## src/rtl/wb_host_master.sv

```systemverilog
// Wishbone classic initiator: turns a command handshake into single or incrementing
// multi-beat bus cycles and returns read data / completion status on a response handshake.
module wb_host_master #(
    parameter int unsigned TIMEOUT   = 255,
    parameter int unsigned ADDR_STEP = 4
) (
    input  logic        wb_clk_i,
    input  logic        wb_rst_ni,
    input  logic        cmd_valid,
    output logic        cmd_ready,
    input  logic        cmd_we,
    input  logic [31:0] cmd_adr,
    input  logic [31:0] cmd_dat,
    input  logic [3:0]  cmd_sel,
    input  logic [3:0]  cmd_len,
    output logic        rsp_valid,
    input  logic        rsp_ready,
    output logic [31:0] rsp_dat,
    output logic        rsp_err,
    output logic        rsp_last,
    output logic        busy,
    output logic        wbm_cyc_o,
    output logic        wbm_stb_o,
    output logic        wbm_we_o,
    output logic [3:0]  wbm_sel_o,
    output logic [31:0] wbm_adr_o,
    output logic [31:0] wbm_dat_o,
    input  logic [31:0] wbm_dat_i,
    input  logic        wbm_ack_i
);

    localparam int unsigned AW = 32;
    localparam int unsigned DW = 32;
    localparam int unsigned SW = 4;
    localparam int unsigned LW = 4;
    localparam int unsigned TW = 16;
    localparam logic [TW-1:0] TMO_LAST = TW'(TIMEOUT - 1);

    typedef enum logic [1:0] {
        IDLE = 2'd0,
        BUS  = 2'd1,
        GAP  = 2'd2,
        RESP = 2'd3
    } state_e;

    state_e         state_q;
    logic           cmd_ready_q;
    logic           busy_q;
    logic           cyc_q;
    logic           we_q;
    logic [SW-1:0]  sel_q;
    logic [AW-1:0]  adr_q;
    logic [AW-1:0]  adr_d;
    logic [DW-1:0]  dat_q;
    logic [LW-1:0]  len_q;
    logic [LW-1:0]  beat_q;
    logic [LW-1:0]  beat_d;
    logic [TW-1:0]  tmo_q;
    logic [TW-1:0]  tmo_d;
    logic           rsp_valid_q;
    logic [DW-1:0]  rsp_dat_q;
    logic           rsp_err_q;
    logic           rsp_last_q;
    logic           last_beat;

    assign tmo_d     = tmo_q + TW'(1);
    assign beat_d    = beat_q + LW'(1);
    assign adr_d     = adr_q + AW'(ADDR_STEP);
    assign last_beat = (beat_q == len_q);

    // Single-process FSM; every output below comes straight from a flop.
    always_ff @(posedge wb_clk_i or negedge wb_rst_ni) begin
        if (!wb_rst_ni) begin
            state_q     <= IDLE;
            cmd_ready_q <= 1'b1;
            busy_q      <= 1'b0;
            cyc_q       <= 1'b0;
            we_q        <= 1'b0;
            sel_q       <= '0;
            adr_q       <= '0;
            dat_q       <= '0;
            len_q       <= '0;
            beat_q      <= '0;
            tmo_q       <= '0;
            rsp_valid_q <= 1'b0;
            rsp_dat_q   <= '0;
            rsp_err_q   <= 1'b0;
            rsp_last_q  <= 1'b0;
        end else begin
            case (state_q)
                IDLE: begin
                    if (cmd_valid && cmd_ready_q) begin
                        state_q     <= BUS;
                        cmd_ready_q <= 1'b0;
                        busy_q      <= 1'b1;
                        cyc_q       <= 1'b1;
                        we_q        <= cmd_we;
                        sel_q       <= cmd_sel;
                        adr_q       <= cmd_adr;
                        dat_q       <= cmd_dat;
                        len_q       <= cmd_len;
                        beat_q      <= '0;
                        tmo_q       <= '0;
                    end
                end
                BUS: begin
                    if (wbm_ack_i) begin
                        cyc_q <= 1'b0;
                        tmo_q <= '0;
                        if (!we_q) begin
                            state_q     <= RESP;
                            rsp_valid_q <= 1'b1;
                            rsp_dat_q   <= wbm_dat_i;
                            rsp_err_q   <= 1'b0;
                            rsp_last_q  <= last_beat;
                        end else if (!last_beat) begin
                            state_q <= GAP;
                        end else begin
                            state_q     <= RESP;
                            rsp_valid_q <= 1'b1;
                            rsp_dat_q   <= '0;
                            rsp_err_q   <= 1'b0;
                            rsp_last_q  <= 1'b1;
                        end
                    end else if (tmo_q == TMO_LAST) begin
                        // Abort: remaining beats of this command are abandoned.
                        state_q     <= RESP;
                        cyc_q       <= 1'b0;
                        tmo_q       <= '0;
                        rsp_valid_q <= 1'b1;
                        rsp_dat_q   <= '0;
                        rsp_err_q   <= 1'b1;
                        rsp_last_q  <= 1'b1;
                    end else begin
                        tmo_q <= tmo_d;
                    end
                end
                GAP: begin
                    state_q <= BUS;
                    cyc_q   <= 1'b1;
                    adr_q   <= adr_d;
                    beat_q  <= beat_d;
                end
                RESP: begin
                    if (rsp_ready) begin
                        rsp_valid_q <= 1'b0;
                        if (rsp_last_q) begin
                            state_q     <= IDLE;
                            cmd_ready_q <= 1'b1;
                            busy_q      <= 1'b0;
                            we_q        <= 1'b0;
                            sel_q       <= '0;
                            adr_q       <= '0;
                            dat_q       <= '0;
                            rsp_err_q   <= 1'b0;
                            rsp_last_q  <= 1'b0;
                        end else begin
                            state_q <= GAP;
                        end
                    end
                end
                default: begin
                    state_q <= IDLE;
                end
            endcase
        end
    end

    assign cmd_ready = cmd_ready_q;
    assign busy      = busy_q;
    assign wbm_cyc_o = cyc_q;
    assign wbm_stb_o = cyc_q;
    assign wbm_we_o  = we_q;
    assign wbm_sel_o = sel_q;
    assign wbm_adr_o = adr_q;
    assign wbm_dat_o = dat_q;
    assign rsp_valid = rsp_valid_q;
    assign rsp_dat   = rsp_dat_q;
    assign rsp_err   = rsp_err_q;
    assign rsp_last  = rsp_last_q;

endmodule

```

## config.mk

```make
export PLATFORM = sky130hd
export DESIGN_NAME = wb_host_master
export DESIGN_NICKNAME = d
export VERILOG_FILES = /design/src/rtl/wb_host_master.sv
export SDC_FILE = /design/constraint.sdc
export NUM_CORES = 1
export LEC_CHECK = 0
export ABC_CLOCK_PERIOD_IN_PS = 2500
export CAP_MARGIN = 20
export CORE_ASPECT_RATIO = 1.75
export CORE_MARGIN = 5
export CORE_UTILIZATION = 45
export CTS_CLUSTER_SIZE = 20
export DETAILED_ROUTE_END_ITERATION = 10
export PLACE_DENSITY = 0.8
export SLEW_MARGIN = 20
export SYNTH_ARGS = -nofsm -noshare
export SYNTH_HDL_FRONTEND = slang
export SYNTH_SLANG_ARGS = --single-unit
```

## constraint.sdc

```tcl
create_clock -name wb_clk_i -period 2.5 [get_ports wb_clk_i]
set_input_delay 0.25 -clock wb_clk_i [delete_from_list [all_inputs] [get_ports wb_clk_i]]
set_output_delay 0.25 -clock wb_clk_i [all_outputs]
set_load 0.005 [all_outputs]
```

======== Yosys cells after proc, flatten, opt, wreduce, memory -nomap -nowiden ========
Cells that the tools add are included.
storage, ports and cells
  bits in registers ....................... 133
  input bits .............................. 110
  output and inout port bits .............. 108
  logic and storage cells ................. 102
operators by class
  add/sub/neg operators ................... 3
  eq/ne operators ......................... 11
  multiplexer cells ....................... 54
  reduce and logical (&&, ||, !) cells .... 19
operators by type and width
  operator                                        count
  2-to-1 mux 32 bit                               8
  case mux 32 bit (3 select lines)                1
  case mux 32 bit (2 select lines)                1
  2-to-1 mux 16 bit                               3
  adder 32 x 3 -> 32 bit, second input constant   1
  case mux 16 bit (2 select lines)                1
  2-to-1 mux 1 bit                                21
  adder 16 x 1 -> 16 bit, second input constant   1
  == test 16 x 8 -> 1 bit, second input constant  1
  2-to-1 mux 4 bit                                4
  case mux 4 bit (2 select lines)                 2
  case mux 1 bit (2 select lines)                 6
  AND reduction 4 bit                             3
  2-to-1 mux 2 bit                                5
  nonzero test 2 bit                              5
  AND reduction 3 bit                             3
  case mux 2 bit (4 select lines)                 1
  != test 2 bit, second input constant            3
  AND reduction 2 bit                             3
  nonzero test 3 bit                              2
  AND reduction 5 bit                             1
  adder 4 x 1 -> 4 bit, second input constant     1
  == test 2 bit, second input constant            2
  == test 4 bit                                   1
  7 further kinds                                 7

======== Longest topological paths before layout ========
Gate-level depths: netlist (run 1).
  depth in word-level cells ............... 5
  depth in mapped cells ................... 9
  depth with buffers taken out ............ 7

======== Worst setup path after synthesis (run 1) ========
OpenSTA, ideal clock, no wires.
  path kind ............................... register to register
  start point ............................. register state_q[0]
  end point ............................... register adr_q[29] (netlist: wbm_adr_o[29])
  data arrival time ....................... 2,054 ps
  data required time ...................... 2,364 ps
  slack ................................... 310 ps
  cell stages (with the launch flop) ...... 10
  period minus slack after synthesis ...... 2,190 ps
  path through ............................ dfrtp_1 > inv_1 > ha_1 > a21boi_1 > or3_1 > buf_2 > buf_1 > nor2_1 > mux2i_1 > o22ai_1
between the ends
  cells in the longest elaborated chain, start to end .. 3
  elaborated cells between the ends (all ways) .. 9
  those cells by class .................... eq/ne (5); mux (1); reduce/logical (3)
ends and longest elaborated chain
  element                                                               line  source
  from (decl)                                                           46    state_e state_q;
  from (signal assigned)                                                74    state_q <= IDLE;
  from (signal assigned)                                                93    state_q <= BUS;
  from (signal assigned)                                                111   state_q <= RESP;
  == test 2 bit / zero test 2 bit (equally long branches)               90    case (state_q)
  != test 2 bit (no line) / nonzero test 3 bit (equally long branches)  n/a
  AND reduction 4 bit (no line)                                         n/a
  to (signal assigned)                                                  99    adr_q <= cmd_adr;
  to (signal assigned)                                                  141   adr_q <= adr_d;
  to (decl)                                                             52    logic [AW-1:0] adr_q;
Parallel ways exist; a longest one is shown, timed or not.
A chain may end at the register's enable or synchronous reset.

======== Worst setup path after layout (run 1) ========
  start point ............................. register state_q[0]
  end point ............................... register adr_q[16] (netlist: wbm_adr_o[16])
Same word-level chain as after synthesis.

==> flow_metrics.py, run 1 <==
metrics = {
    "route": {
        "vias_per_cell": 5.52,
        "dr.pass1.iters": 7,
        "ant_nets": 0,
        "first_iter_violations": 209,
        "vias": 5855,
        "routedWlPerCell_um": 18.6,
        "totalWireLength_um": 19800,
        "remaining_drc_errors": 0,
    },
    "global_routing": {
        "grt_pass1_wl_um": 31600,
        "first_global_vias": 5976,
        "grt_max_degree": 78,
        "track_usage": 0.235,
        "antenna_found_initial": 1,
        "overflow": 0,
    },
    "clock_tree": {
        "htree_levels": 4,
        "cts.clk_slew.worst_paths_ps": 60,
        "ctsHoldBuffers": 1,
        "postCtsSetupBuffers": 0,
        "ctsResizeCount": 0,
        "cts_sinks": 133,
        "cts_buffers": 17,
        "tritoncts": "yes",
        "clock_latency_ps": 410,
        "clockBufferDepth": 2,
        "cts-root-buf": "clkbuf_16",
    },
    "timing": {
        "hold_violations": 0,
        "rsz0062_at_grt": "false",
        "max_slew_margin": 0.611,
        "max_freq_mhz": 428,
        "worst_pin_slew_ps": 584,
        "maxSlewViolCount": 0,
        "holdWs_ps": 390,
        "skew_ps": 11.9,
        "setup_ws_ps": 161,
        "timing.final.crit_share": 0.935,
        "setup_viol": 0,
        "tns_ps": 0,
        "fin_crit_ps": 2340,
    },
    "logic_synthesis": {
        "synthCells": 649,
        "synth_area_um2": 6470,
        "yosys-top-cells-count": "132 x dfrtp_1, 67 x nand2_1, 64 x o21ai_0",
        "async_flop_share": 1.00,
        "ys_types": 62,
        "yosys-top-cells-area": "dfrtp_1 51%, o21ai_0 4.9%, a22o_1 4.7%",
        "synth_top_area_cell": "dfrtp_1",
        "ys_seq_elements": 133,
        "synth-edff-count": 0,
        "netlist.area_leader.share": 0.510,
        "yosysSeqAreaShare": 0.514,
        "synthFlopType": "dfrtp_1",
        "syn_nets": 767,
        "syn_area_per_cell_um2": 9.97,
        "yosysWarnings": 0,
        "synth_most_common_cell": "dfrtp_1",
    },
    "power": {
        "p_leak_nw": 4.10,
        "ir_drop_uv": 871,
        "power_density_nw_per_um2": 1220,
    },
    "placed_design": {
        "gp_congestion": 0.835,
        "io_buffer_count": 217,
        "dp_slack_ps": 180,
        "dp_hpwl_um": 14800,
    },
    "run_status": {
        "status": "finished, final reports clean",
    },
    "worst_setup_path": {
        "path_depth": 8,
        "r2r-start": "state_q[0]",
        "reg2reg_to": "wbm_adr_o[16]",
        "start_kind": "flip-flop",
        "regToRegSetupSlack_ps": 160,
        "path_delay_family": "simple AND/OR/NAND/NOR gates",
        "cp_cell_sequence": "inv_1 -> ha_1 -> a21boi_1 -> or3_1 -> buf_4 -> nor3_1 -> o221ai_1 -> nand2_1",
        "path_class": "reg -> reg",
        "cp.arrival_ps": 2690,
        "crit_fanout": 15,
        "max_stage_delay_ps": 590,
        "ff2ff_path_depth": 8,
        "endpoint_kind": "flip-flop",
        "critPathRequiredTime_ps": 2850,
        "crit_buf_inv": 2,
        "crit_slowest_cell": "or3_1",
    },
    "floorplan": {
        "core_area_um2": 14200,
        "initial_utilization": 0.455,
        "core.rowCount": 58,
        "die-area_um2": 17000,
        "die_w_um": 101,
        "fp.dieH_um": 169,
        "ios": 218,
    },
    "cells_and_area": {
        "seq_area_um2": 3330,
        "syn2layout_area_growth_pct": 46.5,
        "nets": 985,
        "final_layout_size_suffix_gt1_frac": 0.0761,
        "fillers": 1146,
        "multi_input_area_um2": 2920,
    },
    "flow_run": {
        "max-cap-violations": 0,
    },
    "min_path": {
        "min_path_type": "in -> async",
    },
}
-- layer usage --
metal,track usage,part of all wire
met5,0,0
met4,0.116,0.044
met1,0.255,0.35
met2,0.428,0.55
met3,0.0441,0.049
-- metrics by stage --
| step | area, um2 | instances | utilization | power [mW] |
|---|---|---|---|---|
| after floorplan | 6470 | 649 | - | 6.46 |
| after global placement | 8870 | 1027 | 0.624 | 8.81 |
| after detailed placement | 8870 | 1027 | 0.624 | 9.06 |
| after CTS | 9480 | 1060 | 0.666 | 11.6 |
| after global routing | 9480 | 1061 | 0.667 | 12.3 |
| final | 9480 | 1061 | 0.667 | 11.6 |
-- area by class of cell --
type / instances / share of cell area
Sequential cell: 133 / 0.351
Inverter: 11 / 0.00435
Antenna cell: 1 / 0.000264
Clock inverter: 14 / 0.0178
Clock buffer: 18 / 0.0453
Multi-Input combinational cell: 466 / 0.308
Tap cell: 180 / 0.0238
Timing Repair Buffer: 238 / 0.250
-- flip-flops by register name (all words and copies together), names as in the netlist --
| register | cells |
|---|---|
| rsp_dat | 32 |
| rsp_valid | 1 |
| len_q | 4 |
| wbm_cyc_o | 1 |
| rsp_last | 1 |
| wbm_we_o | 1 |
| cmd_ready | 1 |
| beat_q | 4 |
| busy | 1 |
| wbm_sel_o | 4 |
| state_q | 2 |
| wbm_dat_o | 32 |
| tmo_q | 16 |
| rsp_err | 1 |
| wbm_adr_o | 32 |
-- cell families (layout without fill, tap and decap cells) --
| family | after synthesis | after routing | synth area share |
|---|---|---|---|
| AND/OR/NAND/NOR | 248 | 248 | 0.203 |
| other | 0 | 1 | 0 |
| buffers and inverters | 50 | 281 | 0.0354 |
| AO/OA/AOI/OAI | 173 | 173 | 0.177 |
| multiplexers | 23 | 23 | 0.0365 |
| flip-flops | 133 | 133 | 0.514 |
| adder cells (fa/ha/maj) | 8 | 8 | 0.0155 |
| XOR/XNOR | 14 | 14 | 0.0189 |
-- worst reg2reg max path, cell delays in order (launching register included) --
cell and delay, ps:
dfrtp_1 390, inv_1 100, ha_1 290, a21boi_1 170, or3_1 590, buf_4 290, nor3_1 190, o221ai_1 150
nand2_1 100
-- worst max path at each step --
stage	slack, ps	startpoint	to
floorplan	310	state_q[0]	wbm_adr_o[29]
global placement	230	state_q[0]	wbm_adr_o[16]
detailed placement	180	tmo_q[13]	rsp_dat[27]
CTS	170	tmo_q[12]	rsp_dat[20]
global route	10	state_q[0]	wbm_adr_o[28]
finish	160	state_q[0]	wbm_adr_o[16]
-- where the power goes --
group          leakage [nW]  internal [mW]  total (mW)  switching (mW)
Combinational          2.12           2.74        5.25            2.51
Sequential             1.70           3.00        3.79           0.791
Clock                 0.283           1.50        2.52            1.01
-- placed cells by master (no fill, tap or decap), types with 20 or more instances in the layout --
cell | Yosys | final
a21oi_1 | 20 | 20
a22o_1 | 35 | 35
clkdlybuf4s50_1 | 0 | 216
dfrtp_1 | 132 | 132
nand2_1 | 67 | 66
nand2b_1 | 42 | 42
nand3_1 | 30 | 30
nor2_1 | 42 | 42
o21ai_0 | 64 | 64
Power figures use the tool's default switching activity.
==> inputs of run 2 (changes only) <==
--- a/config.mk
+++ b/config.mk
@@ -8,7 +8,6 @@
 export ABC_CLOCK_PERIOD_IN_PS = 2500
 export CAP_MARGIN = 20
 export CORE_ASPECT_RATIO = 1.75
-export CORE_MARGIN = 5
 export CORE_UTILIZATION = 45
 export CTS_CLUSTER_SIZE = 20
 export DETAILED_ROUTE_END_ITERATION = 10
==> run 2 against run 1 <==
Worst hold slack better by 19 ps. Clock-buffer cell count increased by 1. Flip-flop and latch count unchanged. Critical path depth decreased by 3. Combinational power about the same. Core utilization rose by 1.7 points. Die area shrank 12%. Sequential power hardly changed. First-iteration DRC count grew 42%. Clock skew grew 1.4 ps. Setup slack got worse by 23 ps. Critical endpoint is now rsp_dat[13]. Largest cell class unchanged. Largest power group unchanged.
==> flow_metrics.py, run 2 (synthesis results as in run 1) <==
metrics = {
    "run_status": {
        "status": "finished, final reports clean",
    },
    "worst_setup_path": {
        "r2r-start": "tmo_q[13]",
        "regToRegSetupSlack_ps": 140,
        "ff2ff_path_depth": 5,
        "critPathRequiredTime_ps": 2780,
        "crit_fanout": 32,
        "reg2reg_to": "rsp_dat[13]",
        "cp.arrival_ps": 2640,
        "endpoint_kind": "flip-flop",
        "start_kind": "flip-flop",
        "path_class": "reg -> reg",
    },
    "route": {
        "vias_per_cell": 5.70,
        "remaining_drc_errors": 0,
        "dr_wl_met3_um": 791,
        "vias": 6031,
        "topRoutingLayerUsed": "met4",
        "first_iter_violations": 296,
        "totalWireLength_um": 19600,
        "routedWlPerCell_um": 18.5,
        "wl_met2_um": 11100,
        "ant_nets": 0,
        "route.layer.met1.wl_um": 6810,
        "dr.pass1.iters": 5,
    },
    "timing": {
        "maxSlewViolCount": 0,
        "fin_crit_ps": 2360,
        "hold_violations": 0,
        "setup_viol": 0,
        "timing.final.crit_share": 0.945,
        "skew_ps": 13.3,
        "setup_ws_ps": 138,
        "worst_pin_slew_ps": 858,
        "max_slew_margin": 0.428,
        "max_freq_mhz": 423,
    },
    "global_routing": {
        "first_global_vias": 6088,
        "track_usage": 0.267,
        "overflow": 0,
        "antenna_found_initial": 0,
        "grt_max_degree": 66,
        "grt_pass1_wl_um": 30800,
    },
    "cells_and_area": {
        "fillers": 1121,
        "nets": 987,
        "final_cells": 1058,
        "n_antenna_cell": 0,
        "final_cell_mix": "216 x clkdlybuf4s50_1, 132 x dfrtp_1, 66 x nand2_1",
        "seq_area_um2": 3330,
        "final_area_um2": 9550,
        "final_layout_size_suffix_gt1_frac": 0.0783,
        "syn2layout_area_growth_pct": 47.6,
        "final_common_cell": "clkdlybuf4s50_1",
        "multi_input_area_um2": 2940,
    },
    "min_path": {
        "min_path_type": "in -> reg",
        "holdPathEnd": "wbm_dat_o[8]",
        "hp-start": "cmd_dat[8]",
        "whs_path_depth": 3,
    },
    "clock_tree": {
        "cts-root-buf": "clkbuf_16",
        "clock_latency_ps": 410,
        "cts.clk_slew.worst_paths_ps": 60,
        "cts_buffers": 17,
        "postCtsSetupBuffers": 0,
        "clockBufferDepth": 2,
        "tritoncts": "yes",
        "htree_levels": 4,
        "cts_sinks": 133,
    },
    "placed_design": {
        "dp_hpwl_um": 14500,
        "dp_cells": 1026,
        "place_area_um2": 8880,
        "io_buffer_count": 217,
        "dp_slack_ps": 130,
        "gp_congestion": 0.942,
    },
    "floorplan": {
        "fp.dieH_um": 161,
        "ios": 218,
        "core.rowCount": 57,
        "initial_utilization": 0.463,
        "die-area_um2": 14900,
        "core_area_um2": 14000,
        "die_w_um": 92.7,
    },
    "flow_run": {
        "max-cap-violations": 0,
    },
    "power": {
        "power_density_nw_per_um2": 1240,
        "p_leak_nw": 4.14,
        "ir_drop_uv": 589,
    },
}
## run 2: repair_timing
item	CTS	global route
resized for setup	0	2
endpoints found under the setup margin	0	5
hold endpoints to repair	62	0
hold buffers	1	0
## run 2: area by class of cell
cell class                      count  share of cell area
Inverter                           11             0.00432
Clock buffer                       19              0.0464
Clock inverter                     12              0.0211
Multi-Input combinational cell    466               0.307
Timing Repair Buffer              240               0.249
Tap cell                          177              0.0232
Sequential cell                   133               0.348
## run 2: worst max path at each step
stage | start | end | slack [ps]
6_report | tmo_q[13] | rsp_dat[13] | 140
5_1_grt | state_q[1] | tmo_q[15] | -10
4_1_cts | tmo_q[13] | rsp_dat[13] | 130
3_5_place_dp | tmo_q[13] | rsp_dat[26] | 130
3_3_place_gp | tmo_q[12] | rsp_dat[29] | 210
2_1_floorplan | state_q[0] | wbm_adr_o[29] | 310
## run 2: report_power, final
group | internal, mW | switching (mW)
Sequential | 3.00 | 0.797
Combinational | 2.78 | 2.51
Clock | 1.80 | 0.935
Total | 7.58 | 4.24
## run 2: routing by layer
layer	GRT usage	up-vias
li1	-	2771
met1	0.283	2970
met2	0.496	227
met3	0.0469	63
met4	0.135	0
met5	0	-
## run 2: through the flow
step	TNS, ps	util	hold WS [ps]	total power [mW]
after detailed placement	0	0.635	414	9.09
after global routing	-11.3	0.683	411	12.6
after global placement	0	0.635	402	8.81
after CTS	0	0.682	396	11.9
final	0	0.683	410	11.8
after floorplan	0	-	-45.6	6.46
## run 2: worst max-delay path, cell delays in order (launching register included)
cell	delay, ps
dfrtp_1	430
or4_4	570
nor4_4	360
or2_1	220
nand3b_4	310
a22o_1	350
==> patch 1, RTL diff (config.mk and constraints of run 2) <==
The localparam `TW` goes from 16 to 8.
--- a/src/rtl/wb_host_master.sv
+++ b/src/rtl/wb_host_master.sv
@@ -34,5 +34,5 @@
     localparam int unsigned SW = 4;
     localparam int unsigned LW = 4;
-    localparam int unsigned TW = 16;
+    localparam int unsigned TW = 8;
     localparam logic [TW-1:0] TMO_LAST = TW'(TIMEOUT - 1);
 
Check against the original RTL: same outputs for any inputs over 4 cycles, from zero or initial values and one cycle with wb_rst_ni low; that may be too few to reach the edited logic, so the function may still have changed.
==> patch 1 against run 2 <==
Synthesized area down 6.4%. Total power down 0.56%. Cell area down 3.8%. Hold slack worse by 0.017 ns. Routed wire length down 5.6%. Sequential cell count down 8. Worst setup slack worse by 0.0089 ns. Global-route usage up 0.46 points. First-iteration DRC count down 20%.
==> patch 1: results (changes against run 2) <==
| Metric | Value |
|---|---|
| Dpl hpwl | 13200 µm (-8.9%) |
| Gp weighted congestion | 0.891 (-5.3%) |
| CP max stage delay | 0.61 ns (+0.04 ns) |
| Comb_multi_in | 467 (+0.21%) |
| Leak pwr | 3.87 nW (-6.5%) |
| 1st-iter DRT viols | 237 (-20%) |
| CP max stage cell | or4_1 |
| # clk buffers | 18 (-1) |
| Signal buffers | 241 (+0.42%) |
| VDD IR max | 0.743 mV (+26%) |
| Worst r2r src | wbm_adr_o[4] |
| First-pass GRT wire length | 30000 µm (-2.7%) |
| Vias in the first global route | 6255 (+2.7%) |
| Clock buffers and inverters, area share | 7.29% (+0.55 points) |
| Filler instances | 936 (-17%) |
| Status | finished, final reports clean |
| WL per Instance | 17.1 µm (-7.7%) |
| Top cells by area, synth | dfrtp_1, o21ai_0, nand2_1, nand3_1, a21oi_1 |
| Layout cells sized above 1 | 7.80% (-0.030 points) |
| Part of the Yosys area used for sequential elements | 51.6% (+0.19 points) |
| Async set-reset flop share out of synthesis | 100% (unchanged) |
| CTS sink cnt | 125 (-6.0%) |
| Via count | 6032 (+0.017%) |
| Crit Reg-Reg Endpoint | wbm_adr_o[29] |
| GRT Total Usage | 27.1% (+0.46 points) |
| Max FO, Critical Path | 7 (-78%) |
| Hold Startpoint | cmd_dat[5] |
| Setup WS pre-CTS | 0.140 ns (+0.0105 ns) |
| Multi-input combinational area share | 28.5% (-2.2 points) |
| Final clock skew | 0.00839 ns (-0.00488 ns) |
| Final nets | 1016 (+2.9%) |
| Rel. slew slack | 52.5% (+9.7 points) |
| Clock latency at the later pin of the worst-skew pair | 0.41 ns (about the same) |
| Largest net degree at the start of global routing | 67 (+1.5%) |
| Inserted Clock Buffers | 17 (unchanged) |
| Nonclk inv count | 45 (+34) |
-- patch 1: kinds of logic after synthesis --
logic type	after synthesis	synth area share, %
flops	125	51.6
compound gates	193	18.8
xor+xnor	10	1.44
simple gates	245	18.9
buf+inv	90	5.66
mux	10	1.73
fa+ha+maj	9	1.86
-- patch 1: how the worst max path moves through the flow --
stage / start / to / slack [ns] / depth (start not counted)
after floorplan: wbm_adr_o[10] / wbm_adr_o[31] / 0.25 / 6
after global placement: wbm_adr_o[2] / wbm_adr_o[30] / 0.24 / 6
after detailed placement: wbm_adr_o[2] / wbm_adr_o[30] / 0.14 / 6
after CTS: wbm_adr_o[2] / wbm_adr_o[30] / 0.08 / 6
after global routing: state_q[0] / wbm_sel_o[0] / 0.03 / 8
final: wbm_adr_o[4] / wbm_adr_o[29] / 0.13 / 5
-- patch 1: metrics by stage --
step / utilization [%] / std cells / instance area, µm² / hold slack [ns]
floorplan: - / 682 / 6060 / -0.0456
global placement: 65.4 / 1048 / 8510 / 0.337
detailed placement: 65.4 / 1048 / 8510 / 0.345
CTS: 70.6 / 1081 / 9190 / 0.385
global route: 70.7 / 1081 / 9200 / 0.399
finish: 70.7 / 1081 / 9200 / 0.393
-- patch 1: report_power, final --
group | internal, mW | leakage (nW) | switching (mW)
sequential | 2.88 | 1.59 | 0.761
clock | 1.87 | 0.313 | 0.924
combinational | 2.60 | 1.97 | 2.72
-- patch 1: per-layer routing --
layer / wire length (µm) / vias up / part of all wire [%] / GRT usage, %
met5: 0 / - / 0 / 0
met4: 779 / 0 / 4.2 / 15.1
met1: 6830 / 2895 / 37 / 28.4
met2: 9890 / 250 / 54 / 50.1
li1: - / 2832 / - / -
met3: 977 / 55 / 5.3 / 5.95
==> patch 2, RTL diff (config.mk and constraints of run 2) <==
Made on the original files. Make the reset (`wb_rst_ni`) synchronous in one clocked block.
--- a/src/rtl/wb_host_master.sv
+++ b/src/rtl/wb_host_master.sv
@@ -70,5 +70,5 @@
 
     // Single-process FSM; every output below comes straight from a flop.
-    always_ff @(posedge wb_clk_i or negedge wb_rst_ni) begin
+    always_ff @(posedge wb_clk_i) begin
         if (!wb_rst_ni) begin
             state_q     <= IDLE;
Behaviour: differs if wb_rst_ni is asserted again (counterexample within 4 cycles, from zero or initial values and one cycle with wb_rst_ni low); with wb_rst_ni held inactive, the same outputs for 4 cycles.
==> patch 2 against run 2 <==
Sequential cell count unchanged. Total power down 10%. Global-route usage about the same. Count of clock-buffer cells in the layout down 2. Cell area down 3.2%. Combinational power down 10%. Worst setup slack better by 0.042 ns. Routed wire length down 3.7%. Synthesized area down 5.0%. Clock skew down 0.0012 ns. Synthesized cell count up 18%. Critical endpoint is now wbm_adr_o[31]. First-iteration DRC count up 70%.
==> patch 2: results (changes against run 2) <==
| Metric | Value |
|---|---|
| HP Class | input port to register |
| Leak pwr | 3.40 nW (-18%) |
| Placed Cells incl. Taps | 1124 (+9.6%) |
| Status | finished, final reports clean |
| Largest net degree at the start of global routing | 54 (-18%) |
| Filler instances | 1107 (-1.2%) |
| Rel. slew slack | 46.0% (+3.2 points) |
| Switching power | 3.97 mW (-6.3%) |
| Post-synth net total | 883 (+15%) |
| Synth Instances | 765 (+18%) |
| Worst r2r src | state_q[0] |
| First-pass GRT wire length | 30400 µm (-1.5%) |
| Dpl hpwl | 13300 µm (-8.3%) |
| Worst hold path cell count | 2 (-1) |
| Vias in the first global route | 6161 (+1.2%) |
| # Post-CTS Setup Buffers | 0 (unchanged) |
| Vias per inst | 5.59 (-1.9%) |
| WL per Instance | 16.2 µm (-12%) |
| Post-Route WL | 18900 µm (-3.7%) |
| Area after DPL | 0.00858 mm² (-3.4%) |
| Layout cells sized above 1 | 8.11% (+0.27 points) |
| Part of the Yosys area used for sequential elements | 43.3% (-8.1 points) |
| GRT Total Usage | 26.7% (about the same) |
| Inserted Clock Buffers | 17 (unchanged) |
| 1st-iter DRT viols | 502 (+70%) |
| Met1 GRT Util | 29.2% (+0.95 points) |
| CP max stage delay | 0.52 ns (-0.05 ns) |
| GR Util met2 | 48.5% (-1.1 points) |
| Gp weighted congestion | 0.902 (-4.2%) |
| Post-synth top cells | dfxtp_1, nand2_1, nand3_1 |
| Worst reg2reg path depth | 7 (+2) |
| Pre-Repair DR Iteration Count | 7 (+2) |
| Routing usage on met3 | 7.14% (+2.5 points) |
| Synth cell types | 66 (+6.5%) |
| Max FO, Critical Path | 38 (+19%) |
| Top cells by area, synth | dfxtp_1, nand3_1, nand2_1, a21oi_1, o21ai_0 |
| Hold Startpoint | wb_rst_ni |
| CP max stage cell | or4_1 |
==> patch 2: cells by family after synthesis <==
kind of cell	after synthesis	share of synthesized area [%]
buf+inv	70	4.58
flops	133	43.3
compound gates	185	18.7
mux	11	1.81
fa+ha+maj	8	1.63
xor+xnor	17	2.42
simple gates	341	27.6
==> patch 2: worst paths after layout <==
check	endpoint	slack, ns
min	state_q[0]	0.20
max	wbm_adr_o[31]	0.18
max reg2reg	wbm_adr_o[31]	0.18
min reg2reg	wbm_dat_o[25]	0.45
==> patch 2: power by group through the flow <==
stage               registers (mW)  logic [mW]  clock network (mW)
floorplan                     3.22        2.49                   0
global placement              3.27        4.60                   0
detailed placement            3.29        4.64                   0
CTS                           3.25        4.69                2.65
global route                  3.35        5.18                2.75
finish                        3.26        4.73                2.62
==> patch 2: metrics by stage <==
stage	setup WS, ns	power, mW	util (%)	hold slack [ns]
2_1_floorplan	0.438	5.71	-	0.380
3_3_place_gp	0.248	7.87	64.1	0.437
3_5_place_dp	0.182	7.93	64.1	0.443
4_1_cts	0.181	10.6	68.7	0.189
5_1_grt	0.0832	11.3	69.1	0.217
6_report	0.180	10.6	69.1	0.202
==> patch 2: cell type report <==
cell class	instances	area [µm²]	area share [%]
multi-input cells	562	3220	34.9
inverters	14	52.6	0.568
clock buffers	17	425	4.60
well taps	174	218	2.35
clock inverters	15	194	2.10
flip-flops and latches	133	2660	28.8
repair buffers	246	2470	26.7
==> patch 2: worst reg2reg max path: stages, from the launching register on <==
cell	delay, ns
dfxtp_1	0.39
inv_1	0.09
ha_1	0.28
a21boi_1	0.18
or3_1	0.41
buf_12	0.19
or4_1	0.54
o211ai_1	0.17
==> patch 2: metal layers <==
metal / part of all wire [%] / vias up
met5: 0 / -
met4: 2.6 / 0
met3: 7.0 / 38
met2: 52 / 273
met1: 39 / 3009
li1: - / 3174
